`config.mk`:
```
export PLATFORM = sky130hd
export DESIGN_NAME = lift_group_dispatcher
export DESIGN_NICKNAME = d
export VERILOG_FILES = /design/src/rtl/lift_group_dispatcher.sv
export SDC_FILE = /design/constraint.sdc
export NUM_CORES = 1
export LEC_CHECK = 0
export CORE_ASPECT_RATIO = 1.2
export CORE_MARGIN = 4
export CORE_UTILIZATION = 49
export CTS_CLUSTER_DIAMETER = 200
export DETAILED_ROUTE_END_ITERATION = 10
export HOLD_SLACK_MARGIN = 0.02
export PLACE_DENSITY_LB_ADDON = 0.3
export SYNTH_ARGS = -nofsm -noshare
export SYNTH_HDL_FRONTEND = slang
export SYNTH_SLANG_ARGS = --single-unit
```
`constraint.sdc`:
```
create_clock -name clk -period 6.9 [get_ports clk]
set_input_delay 2.07 -clock clk [delete_from_list [all_inputs] [get_ports clk]]
set_output_delay 2.07 -clock clk [all_outputs]
set_load 0.02 [all_outputs]
```
`src/rtl/lift_group_dispatcher.sv`:
```
// lift_group_dispatcher: latches hall calls, assigns each to one car by distance/direction cost scan, clears on service.
// Optional DISPATCH_TIMEOUT_EN: stale assignments age out after TIMEOUT_CYCLES and are reassigned to another car.
module lift_group_dispatcher #(
  parameter int NUM_CARS = 3,
  parameter int NUM_FLOORS = 6,
  parameter int TIMEOUT_CYCLES = 1024,
  localparam int FW = $clog2(NUM_FLOORS)
) (
  input  logic                           clk,
  input  logic                           rst,
  input  logic [NUM_CARS-1:0]            emergency,
  input  logic [NUM_CARS*FW-1:0]         car_floor,
  input  logic [NUM_CARS-1:0]            car_move_up,
  input  logic [NUM_CARS-1:0]            car_move_down,
  input  logic [NUM_CARS-1:0]            car_door_open,
  input  logic [NUM_FLOORS-1:0]          hall_up_req,
  input  logic [NUM_FLOORS-1:0]          hall_down_req,
  output logic [NUM_CARS*NUM_FLOORS-1:0] assigned_up,
  output logic [NUM_CARS*NUM_FLOORS-1:0] assigned_down,
  output logic [NUM_FLOORS-1:0]          led_hall_up,
  output logic [NUM_FLOORS-1:0]          led_hall_down,
  output logic                           assign_valid,
  output logic [2:0]                     assign_car,
  output logic [FW-1:0]                  assign_floor,
  output logic                           assign_dir_up
);
  localparam int S = 2 * NUM_FLOORS;
  localparam int PW = $clog2(S);
  localparam int CW = PW + 1;
  localparam int OW = NUM_CARS > 1 ? $clog2(NUM_CARS) : 1;
  logic [S-1:0] pend, asg, pend_n, asg_n, req, slot_ok, svc, tmo;
  logic [OW-1:0] own [S];
  logic [OW-1:0] own_n [S];
  logic [FW-1:0] slot_fl [S];
  logic [FW-1:0] cfl [NUM_CARS];
  logic [CW-1:0] cost [NUM_CARS];
  logic [PW-1:0] ptr;
  logic [FW-1:0] ev_fl;
  logic ev_up, ev_go, found;
  logic [NUM_CARS-1:0] elig;
  logic [OW-1:0] best;
  logic [CW-1:0] best_cost;
  logic [NUM_CARS*NUM_FLOORS-1:0] au_n, ad_n;

  for (genvar s = 0; s < S; s++) begin : g_slot
    assign slot_fl[s] = FW'(s % NUM_FLOORS);
    assign slot_ok[s] = s < NUM_FLOORS ? (s != NUM_FLOORS - 1) : (s != NUM_FLOORS);
    assign svc[s] = asg[s] && car_door_open[own[s]] && cfl[own[s]] == slot_fl[s];
  end
  assign req = {hall_down_req, hall_up_req} & slot_ok;
  assign ev_fl = slot_fl[ptr];
  assign ev_up = ptr < PW'(NUM_FLOORS);

  for (genvar c = 0; c < NUM_CARS; c++) begin : g_car
    logic [FW-1:0] d;
    logic toward;
    assign cfl[c] = car_floor[c*FW +: FW];
    assign d = cfl[c] > ev_fl ? cfl[c] - ev_fl : ev_fl - cfl[c];
    assign toward = (!car_move_up[c] && !car_move_down[c]) ||
                    (ev_up ? car_move_up[c] && cfl[c] <= ev_fl : car_move_down[c] && cfl[c] >= ev_fl);
    assign cost[c] = toward ? CW'(d) : CW'(d) + CW'(NUM_FLOORS);
  end

`ifdef DISPATCH_TIMEOUT_EN
  localparam int AW = $clog2(TIMEOUT_CYCLES + 1);
  logic [AW-1:0] age [S];
  logic [OW-1:0] prev [S];
  logic [S-1:0] excl;
  logic [NUM_CARS-1:0] prev_oh;
  for (genvar s = 0; s < S; s++) begin : g_tmo
    assign tmo[s] = asg[s] && age[s] == AW'(TIMEOUT_CYCLES);
  end
  assign prev_oh = NUM_CARS'(1) << prev[ptr];
  // A timed-out owner is skipped only if some other car can take the call.
  assign elig = ~emergency & ((excl[ptr] && |(~emergency & ~prev_oh)) ? ~prev_oh : '1);
  always_ff @(posedge clk) begin
    if (rst) begin
      age <= '{default: '0};
      prev <= '{default: '0};
      excl <= '0;
    end else begin
      for (int s = 0; s < S; s++) begin
        age[s] <= (!asg[s] || tmo[s] || svc[s]) ? '0 : age[s] + 1'b1;
        if (tmo[s]) begin
          excl[s] <= 1'b1;
          prev[s] <= own[s];
        end else if (svc[s] || (ev_go && PW'(s) == ptr)) excl[s] <= 1'b0;
      end
    end
  end
`else
  assign tmo = '0;
  assign elig = ~emergency;
`endif

  always_comb begin
    found = 1'b0;
    best = '0;
    best_cost = '0;
    for (int c = 0; c < NUM_CARS; c++)
      if (elig[c] && (!found || cost[c] < best_cost)) begin
        found = 1'b1;
        best = OW'(c);
        best_cost = cost[c];
      end
  end
  assign ev_go = pend[ptr] && !asg[ptr] && found;

  // Service clear is applied last so it overrides a same-cycle re-press.
  always_comb begin
    for (int s = 0; s < S; s++) begin
      pend_n[s] = pend[s] | req[s];
      asg_n[s] = asg[s] && !emergency[own[s]] && !tmo[s];
      own_n[s] = own[s];
      if (ev_go && PW'(s) == ptr) begin
        asg_n[s] = 1'b1;
        own_n[s] = best;
      end
      if (svc[s]) begin
        pend_n[s] = 1'b0;
        asg_n[s] = 1'b0;
      end
    end
  end

  always_comb begin
    au_n = '0;
    ad_n = '0;
    for (int c = 0; c < NUM_CARS; c++)
      for (int f = 0; f < NUM_FLOORS; f++) begin
        au_n[c*NUM_FLOORS+f] = asg_n[f] && own_n[f] == OW'(c);
        ad_n[c*NUM_FLOORS+f] = asg_n[NUM_FLOORS+f] && own_n[NUM_FLOORS+f] == OW'(c);
      end
  end

  always_ff @(posedge clk) begin
    if (rst) begin
      pend <= '0;
      asg <= '0;
      own <= '{default: '0};
      ptr <= '0;
      assigned_up <= '0;
      assigned_down <= '0;
      led_hall_up <= '0;
      led_hall_down <= '0;
      assign_valid <= 1'b0;
      assign_car <= '0;
      assign_floor <= '0;
      assign_dir_up <= 1'b0;
    end else begin
      pend <= pend_n;
      asg <= asg_n;
      own <= own_n;
      ptr <= ptr == PW'(S - 1) ? '0 : ptr + 1'b1;
      assigned_up <= au_n;
      assigned_down <= ad_n;
      led_hall_up <= pend_n[NUM_FLOORS-1:0];
      led_hall_down <= pend_n[S-1:NUM_FLOORS];
      assign_valid <= ev_go;
      assign_car <= ev_go ? 3'(best) : '0;
      assign_floor <= ev_go ? ev_fl : '0;
      assign_dir_up <= ev_go && ev_up;
    end
  end
endmodule

```
=== Yosys cells after proc, flatten, opt, wreduce, memory -nomap -nowiden ===
Memories as Yosys holds them, arrays and structs flattened.
Cells that the tools add are included.

* Memories kept: 1
* Bits of input ports: 35
* Bits in registers: 108
* Memory bits (read-only): 48

{| class="wikitable"
|+ Memories
! name !! words !! bits a word !! read ports !! clocked after memory_dff !! wr ports !! line !! source
|-
| (name not given) || 16 || 3 || 1 || 0 || 0 || 51 || <nowiki>assign ev_fl = slot_fl[ptr];</nowiki>
|}

* Add/subtract/negate cells: 10
* Reduce and logical (&&, ||, !) cells: 141
* Eq/ne operators: 46
* Bitwise logic cells: 25
* Muxes and demuxes: 154
* Order comparisons: 38

{| class="wikitable"
|+ Operators by type and width
! kind !! number
|-
| 1-bit logical AND || 98
|-
| 3-bit 2-to-1 mux || 29
|-
| 3-bit binary-select mux with 2-bit select || 12
|-
| 1-bit 2-to-1 mux || 69
|-
| 1-bit binary-select mux with 2-bit select || 24
|-
| 3-bit greater-or-equal comparator (second input constant) || 12
|-
| 2-bit by 3-bit less-than comparator with 1-bit output (second input constant) || 12
|-
| 2-bit NOT with 3-bit output || 12
|-
| 2-bit 2-to-1 mux || 13
|-
| 2-bit by 1-bit == test with 1-bit output (second input constant) || 12
|-
| 2-bit == test (second input constant) || 12
|-
| 2-bit logical NOT || 12
|-
| 1-bit logical NOT || 21
|-
| 4-bit 2-to-1 mux || 5
|-
| 3-bit subtractor || 6
|-
| 3-bit by 4-bit == test with 1-bit output (first input constant) || 4
|-
| 4-bit == test (first input constant) || 4
|-
| 3-bit by 3-bit adder with 4-bit output (second input constant) || 3
|-
| 3-bit by 2-bit == test with 1-bit output (second input constant) || 4
|-
| 3-bit == test (second input constant) || 4
|-
| 1-bit bitwise OR || 10
|-
| 3-bit greater-or-equal comparator || 3
|-
| 3-bit > comparator || 3
|-
| 3-bit less-or-equal comparator || 3
|-
| other kinds (18) || 27
|}

=== Depth between registers and ports, before layout ===
* Depth in word-level cells: 23
* Depth in mapped cells: 29
* Depth with buffers taken out: 25

=== Least setup slack after synthesis ===
Ideal clock, no wire load.

* Path kind: input-to-reg
* Start: input port car_floor[1]
* End: register own[18] in the netlist's numbering
* Data arrival time: 7.228 ns
* Buffers on the path: 3
* Data required time: 6.768 ns
* Path slack: -0.460 ns
* Stages: 26
* Cells stage by stage: clkbuf_1 > inv_1 > ha_1 > ha_1 > or4b_2 > a31oi_1 > a211o_1 > o211ai_1 > and2_1 > ha_1 > or3_1 > ha_1 > nand2_1 > o21a_1 > or2_1 > buf_2 > nor4_1 > a21oi_1 > ha_1 > and3_1 > and3_1 > a211oi_1 > o21ai_0 > nand2_1 > clkbuf_1 > o21ai_0

* Word-level cells in the longest chain between the ends: 17
* Elaborated cells between the ends (all ways): 28
* Those cells by class: add/sub: 3; order compare: 5; mux: 10; reduce/logical: 10

{| class="wikitable"
|+ RTL lines
! element !! line !! source
|-
| start, declared || 12 || <nowiki>input logic [NUM_CARS*FW-1:0] car_floor,</nowiki>
|-
| branches (longest 4 deep; another with 3-bit by 3-bit adder with 4-bit output) || -- ||
|-
| 4-bit 2-to-1 mux (*) || 61 || <nowiki>assign cost[c] = toward ? CW'(d) : CW'(d) + CW'(NUM_FLOORS);</nowiki>
|-
| 4-bit 2-to-1 mux (*) || 101 || <nowiki>if (elig[c] && (!found || cost[c] < best_cost)) begin</nowiki>
|-
| 4-bit less-than comparator || 101 ||
|-
| 1-bit logical OR || 101 ||
|-
| 1-bit logical AND || 101 ||
|-
| 4-bit 2-to-1 mux / 1-bit 2-to-1 mux (equally long branches) || 101 ||
|-
| 4-bit by 5-bit less-than comparator with 1-bit output / 1-bit logical NOT (equally long branches) || 101 ||
|-
| 1-bit logical OR || 101 ||
|-
| 1-bit logical AND || 101 ||
|-
| 1-bit 2-to-1 mux || 101 ||
|-
| 1-bit logical AND || 107 || <nowiki>assign ev_go = pend[ptr] && !asg[ptr] && found;</nowiki>
|-
| 1-bit logical AND || 115 || <nowiki>if (ev_go && PW'(s) == ptr) begin</nowiki>
|-
| 2-bit 2-to-1 mux (*) || 115 ||
|-
| end signal, assigned || 153 || <nowiki>own <= own_n;</nowiki>
|-
| end, declared || 32 || <nowiki>logic [OW-1:0] own [S];</nowiki>
|}

Mark *: on every way between the ends.
A chain may end at the register's enable or synchronous reset.

=== Worst setup path in the final report ===
* Start: input port car_floor[1]
* End: register own[13] in the netlist's numbering

Same word-level chain as after synthesis.

==> impl_metrics.csv <==
group,metric,value,unit
layout,antenna_cells,0,
setup_path,critPathLaunch,"car_floor[1]",
setup_path,cp_common_cell,"sky130_fd_sc_hd__ha_4",
setup_path,critical_r2r_launch,"ptr[1]",
yosys,commonest_cells_post_synth,"sky130_fd_sc_hd__dfxtp_1 (93), sky130_fd_sc_hd__nor2_1 (45), sky130_fd_sc_hd__nand3_1 (44)",
routing,detail_route.drc_violations,0,
clock_tree,cts_tree,"done",
routing,drt_pass_1_iters,7,
routing,final_antenna_net_count,0,
status,status,"finished clean",
placed_design,port_buf_inserts,85,
yosys,synth.top_cells.by_area,"sky130_fd_sc_hd__dfxtp_1 (32%), sky130_fd_sc_hd__ha_1 (5.4%), sky130_fd_sc_hd__mux2i_1 (5.2%)",
yosys,distinct_cell_type_count_after_synthesis,75,
sta,finalWorstSetupSlack,0.0950,ns
placed_design,detailedPlace.worstSlack,-0.760,ns
sta,hold_violations,0,
sta,final_period_utilization,98.6,%
routing,post_drt_wl_per_cell,20.0,microns
clock_tree,post_cts_hold_buffer_count,0,
global_route,first_global_vias,5733,
hold_path,hold_path_origin,"led_hall_up[4]",
placed_design,hpwlAfterDp,12900,microns
clock_tree,cts_max_level,3,
sta,finClkSkew,0.0130,ns
setup_path,crit_path_max_fanout,6,
die,die-height,127,microns
yosys,synthesis.instances,666,
hold_path,min-delay-path-class,"flip-flop to flip-flop",
sta,timing.final.max_slew_violations,0,
global_route,antenna_violations_before_repair,0,
layout,syn2layout_area_growth,36.2,%
setup_path,crit_path_end_kind,"flip-flop",
yosys,yosys_warnings,0,
yosys,synth_flop_type,"sky130_fd_sc_hd__dfxtp_1",
pwr,peakVddDrop,125,uV
clock_tree,clock_sink_count,93,
layout,fin_nets,852,
pwr,total_leakage_power,2.90,nW
setup_path,crit_arrival,7.07,ns
sta,timing.slew.headroom,41.2,%
sta,finalSetupViolCount,0,
setup_path,critical-path-slowest-cell,"sky130_fd_sc_hd__or4b_4",
clock_tree,numCtsBuffers,9,
die,die_x,107,microns
yosys,synth_most_common_cell,"sky130_fd_sc_hd__dfxtp_1",
clock_tree,worstSkewPairLatency,0.35,ns
clock_tree,cts_max_path_buffers,2,
layout,share_of_post_route_cells_with_drive_strength_above_1,18.9,%
global_route,grt.total_usage,26.8,%
yosys,yosys.area.top_type_share,32.2,%
sta,hold_slack,0.504,ns
yosys,number_of_enable_flip_flop_cells_after_synthesis,0,
clock_tree,clk_pin_slew,0.07,ns
yosys,synth_top_cell_by_area,"sky130_fd_sc_hd__dfxtp_1",
die,floorplan.initialDensity,50.0,%
sta,final.min_clock_period,6.81,ns
setup_path,required,7.17,ns
routing,post_drt_via_cell_ratio,6.22,
setup_path,critical-path-max-stage-delay,0.51,ns
sta,tightestPinTransition,0.869,ns
placed_design,place_congestion,0.889,
die,fp.dieArea,13600,sq um
layout,post_route_design_area,7870,sq um
sta,setup_tns,0,ns
yosys,synth_async_sr_flop_share,0,%
flow_run,number_of_maximum_capacitance_constraint_violations,0,
yosys,synth_sequential_area_ratio,32.2,%
setup_path,criticalPathCategory,"primary input to flip-flop",
sta,max_freq,147,MHz
die,rows,43,
die,floorplan.core_area,11600,sq um
placed_design,placed_area,7040,sq um
routing,dr.first_iter.drc_count,523,
yosys,avgSynthCellArea,8.68,sq um
global_route,grt_start_max_net_pins,30,
layout,final.fill_count,894,
routing,routed-via-count,5916,
clock_tree,clock-root-buffer,"sky130_fd_sc_hd__clkbuf_16",
pwr,power_per_cell_area,238,nW/um^2
setup_path,startpoint_type,"primary input",
die,num_io_pins,91,
yosys,syn_area,5780,sq um
layout,fin_util,68.1,%
global_route,globalRoute.totalOverflow,0,
global_route,global_route_wire_length_before_repair,29000,microns
routing,detail_route.wirelength,19000,microns
yosys,postSynthRegisterBits,93,
-- registers in the layout, summed over array words and instances (netlist names) --
signal,count
asg,12
assign_car,2
assign_dir_up,1
assign_floor,3
assign_valid,1
assigned_down,18
assigned_up,18
led_hall_down,5
led_hall_up,5
own,24
ptr,4
-- critical path: cells and delay by family --
family          cells  cell delay [ns]
compound gates     10             1.68
fa+ha+maj           5             1.07
simple gates        6             1.56
buf+inv             5             0.66
-- cell type report --
type	count	area, sq um	area share [%]
well taps	157	196	2.49
clock inverters	6	86.3	1.10
multi-input cells	510	3910	49.6
clock buffers	10	229	2.91
flip-flops and latches	93	1860	23.6
inverters	20	77.6	0.985
repair buffers	155	1520	19.3
-- stage by stage --
step                power, mW  std cells
floorplan               0.886        668
global placement         1.08        912
detailed placement       1.10        912
CTS                      1.77        944
global route             1.94        951
finish                   1.87        951
-- kinds of logic (layout without fill, tap and decap cells) --
kind of cell	after synthesis	in the layout	share of synthesized area (%)
simple gates	269	269	28.2
compound gates	169	169	20.4
flops	93	93	32.2
buf+inv	65	191	4.70
mux	36	36	7.14
fa+ha+maj	28	28	6.45
xor+xnor	5	5	0.758
other cells	1	3	0.0649
-- placed cells by master (no fill, tap or decap), types with 6 or more instances in the layout --
cell	instances
sky130_fd_sc_hd__a21o_1	8
sky130_fd_sc_hd__a21oi_1	22
sky130_fd_sc_hd__a22o_1	6
sky130_fd_sc_hd__and2_1	6
sky130_fd_sc_hd__buf_4	59
sky130_fd_sc_hd__clkbuf_16	11
sky130_fd_sc_hd__clkdlybuf4s50_1	83
sky130_fd_sc_hd__dfxtp_1	93
sky130_fd_sc_hd__ha_1	20
sky130_fd_sc_hd__inv_1	16
sky130_fd_sc_hd__mux2i_1	29
sky130_fd_sc_hd__nand2_1	25
sky130_fd_sc_hd__nand2b_1	28
sky130_fd_sc_hd__nand3_1	44
sky130_fd_sc_hd__nand3b_1	16
sky130_fd_sc_hd__nand4_1	8
sky130_fd_sc_hd__nor2_1	45
sky130_fd_sc_hd__nor2b_1	10
sky130_fd_sc_hd__nor3_1	10
sky130_fd_sc_hd__nor3b_1	8
sky130_fd_sc_hd__nor4bb_1	6
sky130_fd_sc_hd__o211ai_1	16
sky130_fd_sc_hd__o21a_1	6
sky130_fd_sc_hd__o21ai_0	18
sky130_fd_sc_hd__o21ai_1	8
sky130_fd_sc_hd__o22ai_1	24
sky130_fd_sc_hd__or4b_2	6
sky130_fd_sc_hd__or4bb_1	8
-- final timing paths --
check	endpoint	slack (ns)	cells after the start
worst min register to register	led_hall_up[4]	0.50	2
worst max register to register	own[13]	0.92	26
worst min-delay path	led_hall_up[4]	0.50	2
worst max-delay path	own[13]	0.09	26
-- power breakdown --
group / internal (mW) / total [mW] / switching [mW]
logic: 0.392 / 0.773 / 0.381
clock network: 0.318 / 0.534 / 0.216
registers: 0.552 / 0.568 / 0.0159
total: 1.26 / 1.87 / 0.613
-- timing repair --
action / 4_1_cts / 5_1_grt
endpoints found under the setup margin: 62 / 62
pin swaps: 13 / 17
cloned: 3 / 3
resized for setup: 29 / 34
hold endpoints to repair: 0 / 0
buffers inserted: 13 / 4
-- metal layers --
layer / wire [microns] / track usage, % / vias to the layer above / share of wire (%)
li1: - / - / 2741 / -
met1: 7010 / 31.3 / 2806 / 37
met2: 9390 / 46.1 / 284 / 49
met3: 1520 / 4.78 / 85 / 8.0
met4: 1060 / 14.5 / 0 / 5.6
met5: 0 / 0 / - / 0
No activity file was read; power rests on OpenSTA's default activity.
